===== src/rtl/flow_source_pkg.sv =====
// Shared definitions for the flow_source transmit block: lane geometry and
// the global state encoding also used by the fsm bench checks.
package flow_source_pkg;

  localparam int NUM_CH     = 4;
  localparam int DATA_WIDTH = 6;

  typedef enum logic [1:0] {
    ST_IDLE  = 2'b00,
    ST_RUN   = 2'b01,
    ST_ERROR = 2'b10
  } state_t;

  localparam logic [1:0] RR_PTR_RESET = 2'd3;

  // pausa sets a lane's paused flag and wins over a simultaneous continuar.
  function automatic logic [NUM_CH-1:0] next_pause(
    input logic [NUM_CH-1:0] cur,
    input logic [NUM_CH-1:0] pausa,
    input logic [NUM_CH-1:0] continuar
  );
    return (cur & ~continuar) | pausa;
  endfunction

endpackage


===== src/rtl/flow_source_rr_arbiter.sv =====
// Combinational rotate-priority encoder: the lane after ptr has top priority,
// and ptr itself comes last.
module rr_arbiter (
  input  logic [3:0] req,
  input  logic [1:0] ptr,
  output logic [3:0] gnt,
  output logic [1:0] gnt_idx
);

  logic [1:0] idx;

  // Scan from lowest to highest priority so the last hit wins.
  always_comb begin
    gnt_idx = ptr;
    idx     = ptr;
    for (int k = 4; k >= 1; k--) begin
      idx = ptr + 2'(k);
      if (req[idx]) begin
        gnt_idx = idx;
      end
    end
    gnt = (|req) ? (4'b0001 << gnt_idx) : 4'b0000;
  end

endmodule


===== src/rtl/flow_source.sv =====
// Transmit-side flow source: round-robin merges four valid/ready lanes onto
// one registered push port, obeying per-lane pause and global overflow error.
module flow_source
  import flow_source_pkg::*;
#(
  parameter int DATA_WIDTH = flow_source_pkg::DATA_WIDTH,
  parameter int NUM_CH     = flow_source_pkg::NUM_CH
) (
  input  logic                         clk,
  input  logic                         reset,
  input  logic                         iniciar,
  input  logic [NUM_CH*DATA_WIDTH-1:0] in_data,
  input  logic [NUM_CH-1:0]            in_valid,
  output logic [NUM_CH-1:0]            in_ready,
  input  logic [NUM_CH-1:0]            pausa,
  input  logic [NUM_CH-1:0]            continuar,
  input  logic                         error_full,
  output logic                         push,
  output logic [DATA_WIDTH-1:0]        push_data,
  output logic [1:0]                   push_dest,
  output logic [NUM_CH-1:0]            pausado,
  output logic [1:0]                   estado,
  output logic                         idle
);

  state_t                  state;
  logic [1:0]              rr_ptr;
  logic [NUM_CH-1:0]       eligible;
  logic [NUM_CH-1:0]       gnt;
  logic [1:0]              gnt_idx;
  logic                    granted;
  logic [DATA_WIDTH-1:0]   lane_word [NUM_CH];

  for (genvar i = 0; i < NUM_CH; i++) begin : g_lane
    assign lane_word[i] = in_data[i*DATA_WIDTH +: DATA_WIDTH];
  end

  // Registered pausado gates eligibility, so a pausa lets at most one more word in.
  assign eligible = (state == ST_RUN) ? (in_valid & ~pausado) : '0;

  rr_arbiter u_arb (
    .req     (eligible),
    .ptr     (rr_ptr),
    .gnt     (gnt),
    .gnt_idx (gnt_idx)
  );

  assign granted  = |gnt;
  assign in_ready = gnt;
  assign estado   = state;
  assign idle     = (state == ST_IDLE) ||
                    ((state == ST_RUN) && (in_valid == '0) && !push);

  always_ff @(posedge clk) begin
    if (reset) begin
      state     <= ST_IDLE;
      pausado   <= '0;
      rr_ptr    <= RR_PTR_RESET;
      push      <= 1'b0;
      push_data <= '0;
      push_dest <= '0;
    end else begin
      pausado <= next_pause(pausado, pausa, continuar);

      unique case (state)
        ST_IDLE:  if (iniciar) state <= ST_RUN;
        ST_RUN:   if (error_full) state <= ST_ERROR;
        ST_ERROR: state <= ST_ERROR;
        default:  state <= ST_IDLE;
      endcase

      push <= granted;
      if (granted) begin
        rr_ptr    <= gnt_idx;
        push_data <= lane_word[gnt_idx];
        push_dest <= gnt_idx;
      end
    end
  end

endmodule

===== config.mk =====
export PLATFORM = sky130hd
export DESIGN_NAME = flow_source
export DESIGN_NICKNAME = d
export VERILOG_FILES = /design/src/rtl/flow_source_pkg.sv /design/src/rtl/flow_source_rr_arbiter.sv /design/src/rtl/flow_source.sv
export SDC_FILE = /design/constraint.sdc
export NUM_CORES = 1
export LEC_CHECK = 0
export CORE_MARGIN = 2
export CORE_UTILIZATION = 60
export DETAILED_ROUTE_END_ITERATION = 8
export DONT_BUFFER_PORTS = 1
export GPL_ROUTABILITY_DRIVEN = 0
export PLACE_DENSITY = 0.76
export SETUP_SLACK_MARGIN = 0.3
export SLEW_MARGIN = 20
export SYNTH_ARGS = -nofsm -noshare
export SYNTH_HDL_FRONTEND = slang
export SYNTH_SLANG_ARGS = --single-unit

===== constraint.sdc =====
create_clock -name clk -period 2.4 [get_ports clk]
set_input_delay 0.36 -clock clk [delete_from_list [all_inputs] [get_ports clk]]
set_output_delay 0.36 -clock clk [all_outputs]
set_load 0.01 [all_outputs]

* Word-level counts from Yosys, hierarchy flattened
Index checks and enable logic that the tools add are counted.
** Word-level totals
- Flip-flop bits (word level) :: 17
- Output and inout bits :: 20
- Word-level logic and storage cells :: 50
** Cells by class
- Magnitude comparators :: 4
- Reductions and logical operators :: 9
- Muxes and demuxes :: 17
- Bitwise gates (word level) :: 6
- Eq/ne operators :: 4
- Add/subtract/negate cells :: 3
- Shift operators :: 1
** Operator list (number)
- $bmux W6 S2 :: 1
- $mux W6 :: 2
- $mux W2 :: 5
- $lt A2 B3 Y1 const B :: 3
- $and A4 B4 Y4 :: 2
- $mux W4 :: 2
- $not A4 Y4 :: 2
- $reduce_or A4 Y1 :: 2
- $bmux W1 S2 :: 3
- $pmux W2 S3 :: 1
- $add A2 B2 Y2 const B :: 2
- $logic_not A4 Y1 :: 1
- $ne A2 B2 Y1 const B :: 2
- $or A4 B4 Y4 :: 1
- $shl A1 B2 Y4 const A :: 1
- $ge A3 B3 Y1 const B :: 1
- $mux W1 :: 3
- $not A2 Y3 :: 1
- $add A2 B1 Y2 const B :: 1
- $eq A2 B1 Y1 const B :: 1
- $eq A2 B2 Y1 const B :: 1
- $logic_and A1 B1 Y1 :: 2
- $logic_not A2 Y1 :: 1
- $reduce_and A2 Y1 :: 1
- other kinds (2) :: 2

* Depth between registers and ports, before layout
Gate-level depths: netlist (run 1).
- Word-level depth :: 12
- Depth in mapped cells :: 8

* Hierarchy
Synthesis (run 1) repeated with hierarchy kept, for this count alone.
** Second synthesis, totals
- Cells, all modules :: 124
- Area, all modules :: 1016.0 um^2
** Modules (own cells, without submodules)
- flow_source :: instances 1, area an instance 855.8 um^2, seq. area each 340.3 um^2, cells each 96
- rr_arbiter :: instances 1, area an instance 160.2 um^2, seq. area each 0.0 um^2, cells each 28

* Worst setup path before layout (run 1)
No wires, ideal clock.
- Path type :: reg2out
- Start :: register state[0], in the netlist estado[0]
- End :: output in_ready[2]
- Data required time :: 2040 ps
- Arrival time :: 1680 ps
- Stages on the path, launching flop included :: 6
- Path slack :: 360 ps
- Buffers on the path :: 1
- Path through :: dfxtp_1 ha_1 o21ai_1 and2_1 clkbuf_1 nor3_1
** On the way
- Word-level cells in the longest chain between the ends :: 9
** RTL lines
- start: declaration :: line flow_source.sv:26 : state_t state;
- start signal: assignment :: line flow_source.sv:56 : state <= ST_IDLE;
- start signal: assignment :: line flow_source.sv:66 : ST_IDLE: if (iniciar) state <= ST_RUN;
- start signal: assignment :: line flow_source.sv:67 : ST_RUN: if (error_full) state <= ST_ERROR;
- $eq A2 B1 Y1 * :: line flow_source.sv:39 : assign eligible = (state == ST_RUN) ? (in_valid & ~pausado) : '0;
- $mux W4 * :: line flow_source.sv:39
- $bmux W1 S2 :: line flow_source_rr_arbiter.sv:18 : if (req[idx]) begin
- $mux W1 (implied by the code) :: line flow_source_rr_arbiter.sv:18
- $mux W2 (3 in series) :: line flow_source_rr_arbiter.sv:18
- $shl A1 B2 Y4 :: line flow_source_rr_arbiter.sv:22 : gnt = (|req) ? (4'b0001 << gnt_idx) : 4'b0000;
- $mux W4 * :: line flow_source_rr_arbiter.sv:22
- end: declaration :: line flow_source.sv:14 : output logic [NUM_CH-1:0] in_ready,
Mark *: on every way between the ends. The rest lies on a longest branch, timed or not. The select of a mux whose other input is x is not followed.

* Final worst setup path (run 1)
- Start :: register rr_ptr[0]
- End :: output in_ready[2]
** On the way
- Word-level cells in the longest chain between the ends :: 8
** RTL lines
- start: declaration :: line flow_source.sv:27 : logic [1:0] rr_ptr;
- start signal: assignment :: line flow_source.sv:74 : rr_ptr <= gnt_idx;
- $add A2 B2 Y2 :: line flow_source_rr_arbiter.sv:17 : idx = ptr + 2'(k);
- $bmux W1 S2 :: line flow_source_rr_arbiter.sv:18
- $mux W1 (implied by the code) :: line flow_source_rr_arbiter.sv:18
- $mux W2 (2 in series) :: line flow_source_rr_arbiter.sv:18
- $mux W2 * :: line flow_source_rr_arbiter.sv:18
- $shl A1 B2 Y4 * :: line flow_source_rr_arbiter.sv:22
- $mux W4 * :: line flow_source_rr_arbiter.sv:22
Marked as above.

==> results.rst, run 1 <==
.. list-table::
   :header-rows: 1

   * - Metric
     - Value
   * - Category of the worst setup path launch point
     - register
   * - Number of global-route vias before repair
     - 897
   * - Count of final setup violators
     - 0
   * - Post-DRT Antenna Nets
     - 0
   * - Total global routing track utilization
     - 25.4%
   * - Detailed-router iteration count before antenna repair
     - 4
   * - Largest net degree at the start of global routing
     - 18
   * - Syn Area/Cell
     - 8.51 um^2
   * - Clock buffer count from CTS
     - 3
   * - Proportion of layout cells with a drive suffix above 1
     - 24.0%
   * - Max Clk Rate
     - 475 MHz
   * - Part of the total power dissipated in combinational logic
     - 41.2%
   * - Main synth FF type
     - sky130_fd_sc_hd__dfxtp_1
   * - Wire length after detailed routing
     - 2.58 mm
   * - Post-synthesis to final-layout area growth
     - 16.6%
   * - Post-Synthesis Net Count
     - 159
   * - Number of hold violations in the final report
     - 0
   * - Post-synthesis sequential area ratio
     - 34.2%
   * - Fin area
     - 1160 um^2
   * - Initial antenna violation count
     - 0
   * - Utilization after layout
     - 76.2%
   * - Flop pwr share
     - 41.7%
   * - Count of unique library cells instantiated by Yosys
     - 32
   * - Share of the cycle needed by the critical path after routing
     - 87.7%
   * - Count of clock tree sinks
     - 17
   * - Synth warnings
     - 0
   * - Number of instances in the synthesized netlist
     - 117
   * - Internal Dissipation
     - 569 uW
   * - Number of remaining DRC errors
     - 0
   * - Hold-critical path depth
     - 1
   * - Worst-case setup slack after placement
     - 235 ps
   * - Cells after DPL
     - 132
   * - Antenna diode instance count
     - 0
   * - CTS H-Tree Depth
     - 1
   * - Run status
     - completed
   * - Share of synthesized flip-flops with an asynchronous set or reset
     - 0%
   * - Number of flops mapped to enable cells by yosys
     - 0
   * - Fillers
     - 109
   * - Type of destination of the critical path
     - output port
   * - Setup Total Neg Slack
     - 0 ps
   * - I/O pin cnt
     - 60
   * - Clock-pin slew reported for the worst setup and hold paths after clock tree synthesis
     - 100 ps
   * - PortBufs
     - 0
   * - Starting density of the core
     - 65.4%
   * - Register-to-Register Path Depth
     - 7
   * - Mean routed wirelength per cell
     - 18.3 um
   * - GR Overflow Total
     - 0
   * - Clock latency on the worst-skew pair
     - 290 ps
   * - Arrival time of data at the critical path endpoint
     - 1750 ps
   * - Flops & latches, synth
     - 17
   * - Transition time of the tightest slew-check pin
     - 289 ps
   * - CTS tree
     - yes
   * - Area of the die
     - 2000 um^2
   * - Peak supply drop
     - 0.563 mV
   * - Reported max-cap violation count
     - 0
   * - Setup clock skew after layout
     - 3.13 ps
   * - Cell at the root of the clock tree
     - sky130_fd_sc_hd__clkbuf_4
   * - Detailed placement HPWL
     - 1.74 mm
   * - Static Leakage
     - 0.492 nW
   * - Clock period minus final worst setup slack
     - 2110 ps
   * - Area taken by flip-flops and latches
     - 347 um^2
   * - Site Rows
     - 14
   * - Mapped Area
     - 996 um^2
   * - Fin nets
     - 168
   * - Fraction of power consumed by the clock network
     - 17.2%
   * - P_sw
     - 351 uW
   * - Standard cell core area
     - 1520 um^2
   * - Data required, critical path
     - 2040 ps
   * - Switching Fraction
     - 38.2%
   * - Final critical-path setup slack
     - 295 ps
   * - Area of the multi-input gates
     - 667 um^2
   * - RSZ-0062 raised after global routing
     - true
   * - Die Ht
     - 44.7 um
   * - Pwr/cell area
     - 792 nW/um^2
   * - Worst hold path type
     - input pin to register
   * - Startpoint-to-endpoint class of the critical path
     - register to output port
   * - Vias per std cell
     - 6.85
   * - Die boundary width
     - 44.7 um
   * - Worst slew margin relative to its limit
     - 80.6%
   * - Wire length of the first global-routing pass
     - 3.75 mm
   * - Starting DRT DRC Count
     - 30
   * - Final Slew Violations
     - 0
   * - Peak fanout along the critical path
     - 4
   * - Number of buffers between clock root and the deepest sink
     - 2
   * - Vias
     - 966
   * - Number of standard cells in the layout, taps in and fillers out
     - 141
   * - Area post-placement
     - 1010 um^2
==> state kept, by name, indices dropped and copies added, names as in the netlist <==
register and flops:
push 1, push_data 6, pausado 4, push_dest 2, estado 2, rr_ptr 2
==> critical path, stage by stage, from the launching register on <==
cell	delay [ps]
sky130_fd_sc_hd__dfxtp_1	370
sky130_fd_sc_hd__or3b_4	420
sky130_fd_sc_hd__mux2i_4	210
sky130_fd_sc_hd__o2bb2ai_2	150
sky130_fd_sc_hd__nor3_4	310
==> Yosys cell counts, types with 2 or more instances <==
| cell | n | area (um^2) |
|---|---|---|
| sky130_fd_sc_hd__a21oi_1 | 9 | 45.0 |
| sky130_fd_sc_hd__inv_1 | 10 | 37.5 |
| sky130_fd_sc_hd__o21ai_1 | 2 | 10.0 |
| sky130_fd_sc_hd__o221ai_1 | 3 | 26.3 |
| sky130_fd_sc_hd__nand4b_1 | 2 | 17.5 |
| sky130_fd_sc_hd__nand2_1 | 7 | 26.3 |
| sky130_fd_sc_hd__a221o_1 | 3 | 30.0 |
| sky130_fd_sc_hd__a211oi_1 | 4 | 30.0 |
| sky130_fd_sc_hd__nor2b_1 | 4 | 25.0 |
| sky130_fd_sc_hd__nand2b_1 | 4 | 25.0 |
| sky130_fd_sc_hd__clkbuf_1 | 2 | 7.51 |
| sky130_fd_sc_hd__nor3_1 | 6 | 30.0 |
| sky130_fd_sc_hd__nor2_1 | 15 | 56.3 |
| sky130_fd_sc_hd__nand3b_1 | 3 | 22.5 |
| sky130_fd_sc_hd__dfxtp_1 | 17 | 340 |
| sky130_fd_sc_hd__ha_1 | 2 | 25.0 |
| sky130_fd_sc_hd__mux2i_1 | 9 | 90.1 |
==> area by class of cell <==
class                   count  share of cell area (%)
multi-input cells          86                    57.4
flip-flops and latches     17                    29.8
repair buffers              7                    5.17
inverters                  11                    3.56
clock buffers               4                    2.26
well taps                  16                    1.72
==> cells in the final DEF, fill, tap and decap left out, types with 2 or more instances in the layout <==
cell,n
sky130_fd_sc_hd__nand2b_1,4
sky130_fd_sc_hd__o221ai_1,3
sky130_fd_sc_hd__inv_2,2
sky130_fd_sc_hd__nand3b_1,3
sky130_fd_sc_hd__buf_4,5
sky130_fd_sc_hd__dfxtp_1,14
sky130_fd_sc_hd__clkbuf_4,3
sky130_fd_sc_hd__inv_1,9
sky130_fd_sc_hd__a211oi_1,4
sky130_fd_sc_hd__a21oi_1,9
sky130_fd_sc_hd__nor2b_1,3
sky130_fd_sc_hd__nand2_1,6
sky130_fd_sc_hd__nor2_1,15
sky130_fd_sc_hd__nor3_1,4
sky130_fd_sc_hd__o21ai_2,2
sky130_fd_sc_hd__mux2i_1,9
sky130_fd_sc_hd__nand4b_1,2
sky130_fd_sc_hd__a221o_1,3
sky130_fd_sc_hd__dfxtp_2,2
sky130_fd_sc_hd__buf_6,2
==> stage by stage <==
step / power (mW) / hold slack [ps]
4_1_cts: 0.875 / 113
3_5_place_dp: 0.684 / 436
5_1_grt: 0.967 / 110
2_1_floorplan: 0.632 / 439
3_3_place_gp: 0.672 / 435
6_report: 0.920 / 120
==> routing by layer <==
| layer | wire (um) | global-route usage (%) | vias up |
|---|---|---|---|
| met4 | 72 | 10.3 | 0 |
| li1 | - | - | 438 |
| met2 | 1370 | 45.2 | 60 |
| met3 | 216 | 4.40 | 13 |
| met5 | 0 | 0 | - |
| met1 | 924 | 29.8 | 455 |
==> logic make-up (layout without fill, tap and decap cells) <==
group	Yosys count	in the layout	share of synthesized area, %
compound gates	28	28	21.5
fa+ha+maj	2	2	2.51
buf+inv	14	22	6.03
flops	17	17	34.2
mux	10	10	11.3
simple gates	46	46	24.5
==> repair_timing <==
item	CTS	global route
endpoints found under the setup margin	8	8
gates resized for setup	14	8
pin swaps	2	0
buffers inserted	2	3
hold buffers	0	0
==> power by group through the flow <==
stage | Sequential, mW | Clock (mW) | Combinational [mW]
2_1_floorplan | 0.375 | 0 | 0.257
3_3_place_gp | 0.384 | 0 | 0.288
3_5_place_dp | 0.385 | 0 | 0.299
4_1_cts | 0.382 | 0.161 | 0.331
5_1_grt | 0.388 | 0.170 | 0.408
6_report | 0.383 | 0.158 | 0.379
==> path summary, 6_finish.rpt <==
path                                        startpoint                        end  slack, ps
worst max register to register  rr_ptr[0]$_SDFFE_PP1P_  push_data[4]$_SDFFE_PP0P_        370
worst min-delay path                             reset     estado[0]$_SDFFE_PP0P_        120
worst min register to register   pausado[3]$_SDFF_PP0_      pausado[3]$_SDFF_PP0_        550
worst max-delay path            rr_ptr[0]$_SDFFE_PP1P_                in_ready[2]        290
No activity file was read; power rests on OpenSTA's default activity.
==> inputs of run 2 (changes only) <==
CORE_ASPECT_RATIO = 1.5   (was default)
CORE_UTILIZATION = 37   (was 60)
DONT_BUFFER_PORTS = default   (was 1)
PLACE_DENSITY = default   (was 0.76)
PLACE_DENSITY_LB_ADDON = 0.1   (was default)
==> run 2 against run 1 <==
Compared with the run above: sequential power down 6.5%; highest routed layer unchanged; first-iteration DRC count down 33%; final cell count up 67%; core utilization down 2.0 points; die area up 56%; clock skew up 4.2 ps; register-to-register slack worse by 20 ps; non-clock buffer count up 73; setup slack better by 40 ps; via count up 23%.
==> results.rst, run 2 (synthesized netlist as in run 1, its figures left out) <==
.. list-table::
   :header-rows: 1

   * - Metric
     - Value
   * - Vias
     - 1185
   * - Cell at the root of the clock tree
     - sky130_fd_sc_hd__clkbuf_8
   * - Worst slew margin relative to its limit
     - 77.5%
   * - Hold-critical path depth
     - 2
   * - Fin nets
     - 241
   * - Register-to-Register Path Depth
     - 7
   * - CTS tree
     - yes
   * - Number of global-route vias before repair
     - 1210
   * - Share of the cycle needed by the critical path after routing
     - 86.1%
   * - Number of buffers between clock root and the deepest sink
     - 2
   * - Number of buffers and inverters on the critical path
     - 1
   * - Arrival time of data at the critical path endpoint
     - 1710 ps
   * - I/O pin cnt
     - 60
   * - Final Slew Violations
     - 0
   * - Clock period minus final worst setup slack
     - 2070 ps
   * - Site Rows
     - 23
   * - Die boundary width
     - 46.4 um
   * - Clock-pin slew reported for the worst setup and hold paths after clock tree synthesis
     - 70 ps
   * - Starting DRT DRC Count
     - 20
   * - Setup clock skew after layout
     - 7.33 ps
   * - Proportion of layout cells with a drive suffix above 1
     - 28.8%
   * - Run status
     - completed
   * - M1 WL
     - 1.13 mm
   * - Peak supply drop
     - 0.442 mV
   * - Pwr/cell area
     - 620 nW/um^2
   * - Wire length after detailed routing
     - 3.07 mm
   * - RSZ-0062 raised after global routing
     - true
   * - Cell with the biggest individual delay on the critical path
     - sky130_fd_sc_hd__or3b_4
   * - Area of the die
     - 3130 um^2
   * - Starting density of the core
     - 38.0%
   * - Peak fanout along the critical path
     - 4
   * - Amount of wire on met2 after detailed routing
     - 1.72 mm
   * - Longest individual stage delay on the worst path
     - 380 ps
   * - Detailed-router iteration count before antenna repair
     - 4
   * - Initial antenna violation count
     - 0
   * - Final Power
     - 1.21 mW
   * - Mean routed wirelength per cell
     - 13.1 um
   * - Metal3 WL
     - 173 um
   * - Number of hold violations in the final report
     - 0
   * - Number of remaining DRC errors
     - 0
   * - Setup Total Neg Slack
     - 0 ps
   * - Startpoint-to-endpoint class of the critical path
     - register to output port
   * - WP depth
     - 5
   * - Cell family contributing the most delay on the critical path
     - simple AND/OR/NAND/NOR gates
   * - Number of flip-flops in the largest register
     - 6
   * - Detailed placement HPWL
     - 2.41 mm
   * - Post-DRT Antenna Nets
     - 0
   * - Register containing the most flip-flops in the final layout
     - push_data
   * - Count of clock tree sinks
     - 17
   * - Clock buffer count from CTS
     - 3
   * - Die Ht
     - 67.5 um
   * - Post-synthesis to final-layout area growth
     - 95.1%
   * - Data required, critical path
     - 2040 ps
   * - Transition time of the tightest slew-check pin
     - 336 ps
   * - Most common cell after layout, fill and taps aside
     - sky130_fd_sc_hd__clkdlybuf4s50_1
   * - GR Overflow Total
     - 0
   * - Max Clk Rate
     - 484 MHz
   * - Standard cell core area
     - 2620 um^2
   * - PortBufs
     - 59
   * - Total global routing track utilization
     - 21.5%
   * - Antenna diode instance count
     - 0
   * - Type of destination of the critical path
     - output port
   * - Commonest cells after routing, fill and taps aside
     - 50 x sky130_fd_sc_hd__clkdlybuf4s50_1, 18 x sky130_fd_sc_hd__buf_4, 14 x sky130_fd_sc_hd__dfxtp_1
   * - Wire length of the first global-routing pass
     - 4.96 mm
   * - Crit path cell chain
     - or3b_4, mux2i_4, o2bb2ai_4, nor3_4, buf_2
   * - Leading registers by flop count
     - push_data: 6 flops, pausado: 4 flops
   * - Total of hold buffers inserted after clock tree synthesis
     - 0
   * - Category of the worst setup path launch point
     - register
   * - Count of final setup violators
     - 0
   * - Static Leakage
     - 0.829 nW
   * - Largest net degree at the start of global routing
     - 12
   * - Clock latency on the worst-skew pair
     - 260 ps
   * - Reported max-cap violation count
     - 0
   * - Vias per std cell
     - 5.04
   * - Uppermost layer routed
     - met4
   * - Worst hold path type
     - register to register
   * - CTS H-Tree Depth
     - 1
-- run 2: changes by cell type in the layout (fill, tap and decap cells not counted), moves of 3 or more --
cell                              before  now
sky130_fd_sc_hd__a211oi_1              4    1
sky130_fd_sc_hd__clkbuf_4              3    0
sky130_fd_sc_hd__buf_4                 5   18
sky130_fd_sc_hd__a211oi_2              0    3
sky130_fd_sc_hd__clkdlybuf4s50_1       0   50
sky130_fd_sc_hd__buf_2                 0    4
sky130_fd_sc_hd__dlygate4sd2_1         0    4
sky130_fd_sc_hd__clkbuf_8              0    3
-- run 2: layout make-up --
type                       instances  area [um^2]
multi-input combinational         86          724
fill                             194          676
clock inverter                     1         7.51
sequential                        17          347
inverter                          11         41.3
clock buffer                       3         41.3
tap                               37         46.3
timing repair buffer              80          736
-- run 2: path summary, 6_finish.rpt --
path,slack [ps],from,to
max,330,rr_ptr[0]$_SDFFE_PP1P_,in_ready[2]
min,490,push_dest[0]$_SDFFE_PP0P_,push_dest[0]$_SDFFE_PP0P_
max reg2reg,350,rr_ptr[0]$_SDFFE_PP1P_,push_data[5]$_SDFFE_PP0P_
min reg2reg,490,push_dest[0]$_SDFFE_PP0P_,push_dest[0]$_SDFFE_PP0P_
-- run 2: stage by stage --
step / area (um^2) / instances / worst slack [ps] / hold slack, ps / utilization (%)
floorplan: 996 / 117 / 360 / 439 / -
global placement: 1740 / 227 / -369 / 474 / 66.5
detailed placement: 1740 / 227 / -420 / 483 / 66.5
CTS: 1870 / 235 / 319 / 495 / 71.5
global route: 1940 / 235 / 243 / 518 / 74.2
finish: 1940 / 235 / 334 / 495 / 74.2
-- run 2: repair_timing --
action	CTS	global route
gates resized for setup	45	17
pin swaps	6	11
endpoints found under the setup margin	11	7
setup buffers	4	0
gates cloned	0	0
-- run 2: worst min-delay path: cells and delay by family (launching register included) --
family	cells	cell delay (ps)
AND/OR/NAND/NOR	2	140
flip-flops	1	310
-- run 2: report_power, final --
part	total, mW	internal (mW)	switching (mW)
Sequential	0.358	0.328	0.0301
Clock	0.226	0.117	0.109
Combinational	0.621	0.349	0.272
Total	1.21	0.794	0.411
-- run 2: routing by layer --
metal | vias up | track usage [%]
li1 | 580 | -
met1 | 552 | 21.3
met2 | 48 | 41.1
met3 | 5 | 3.48
met4 | 0 | 9.64
met5 | - | 0
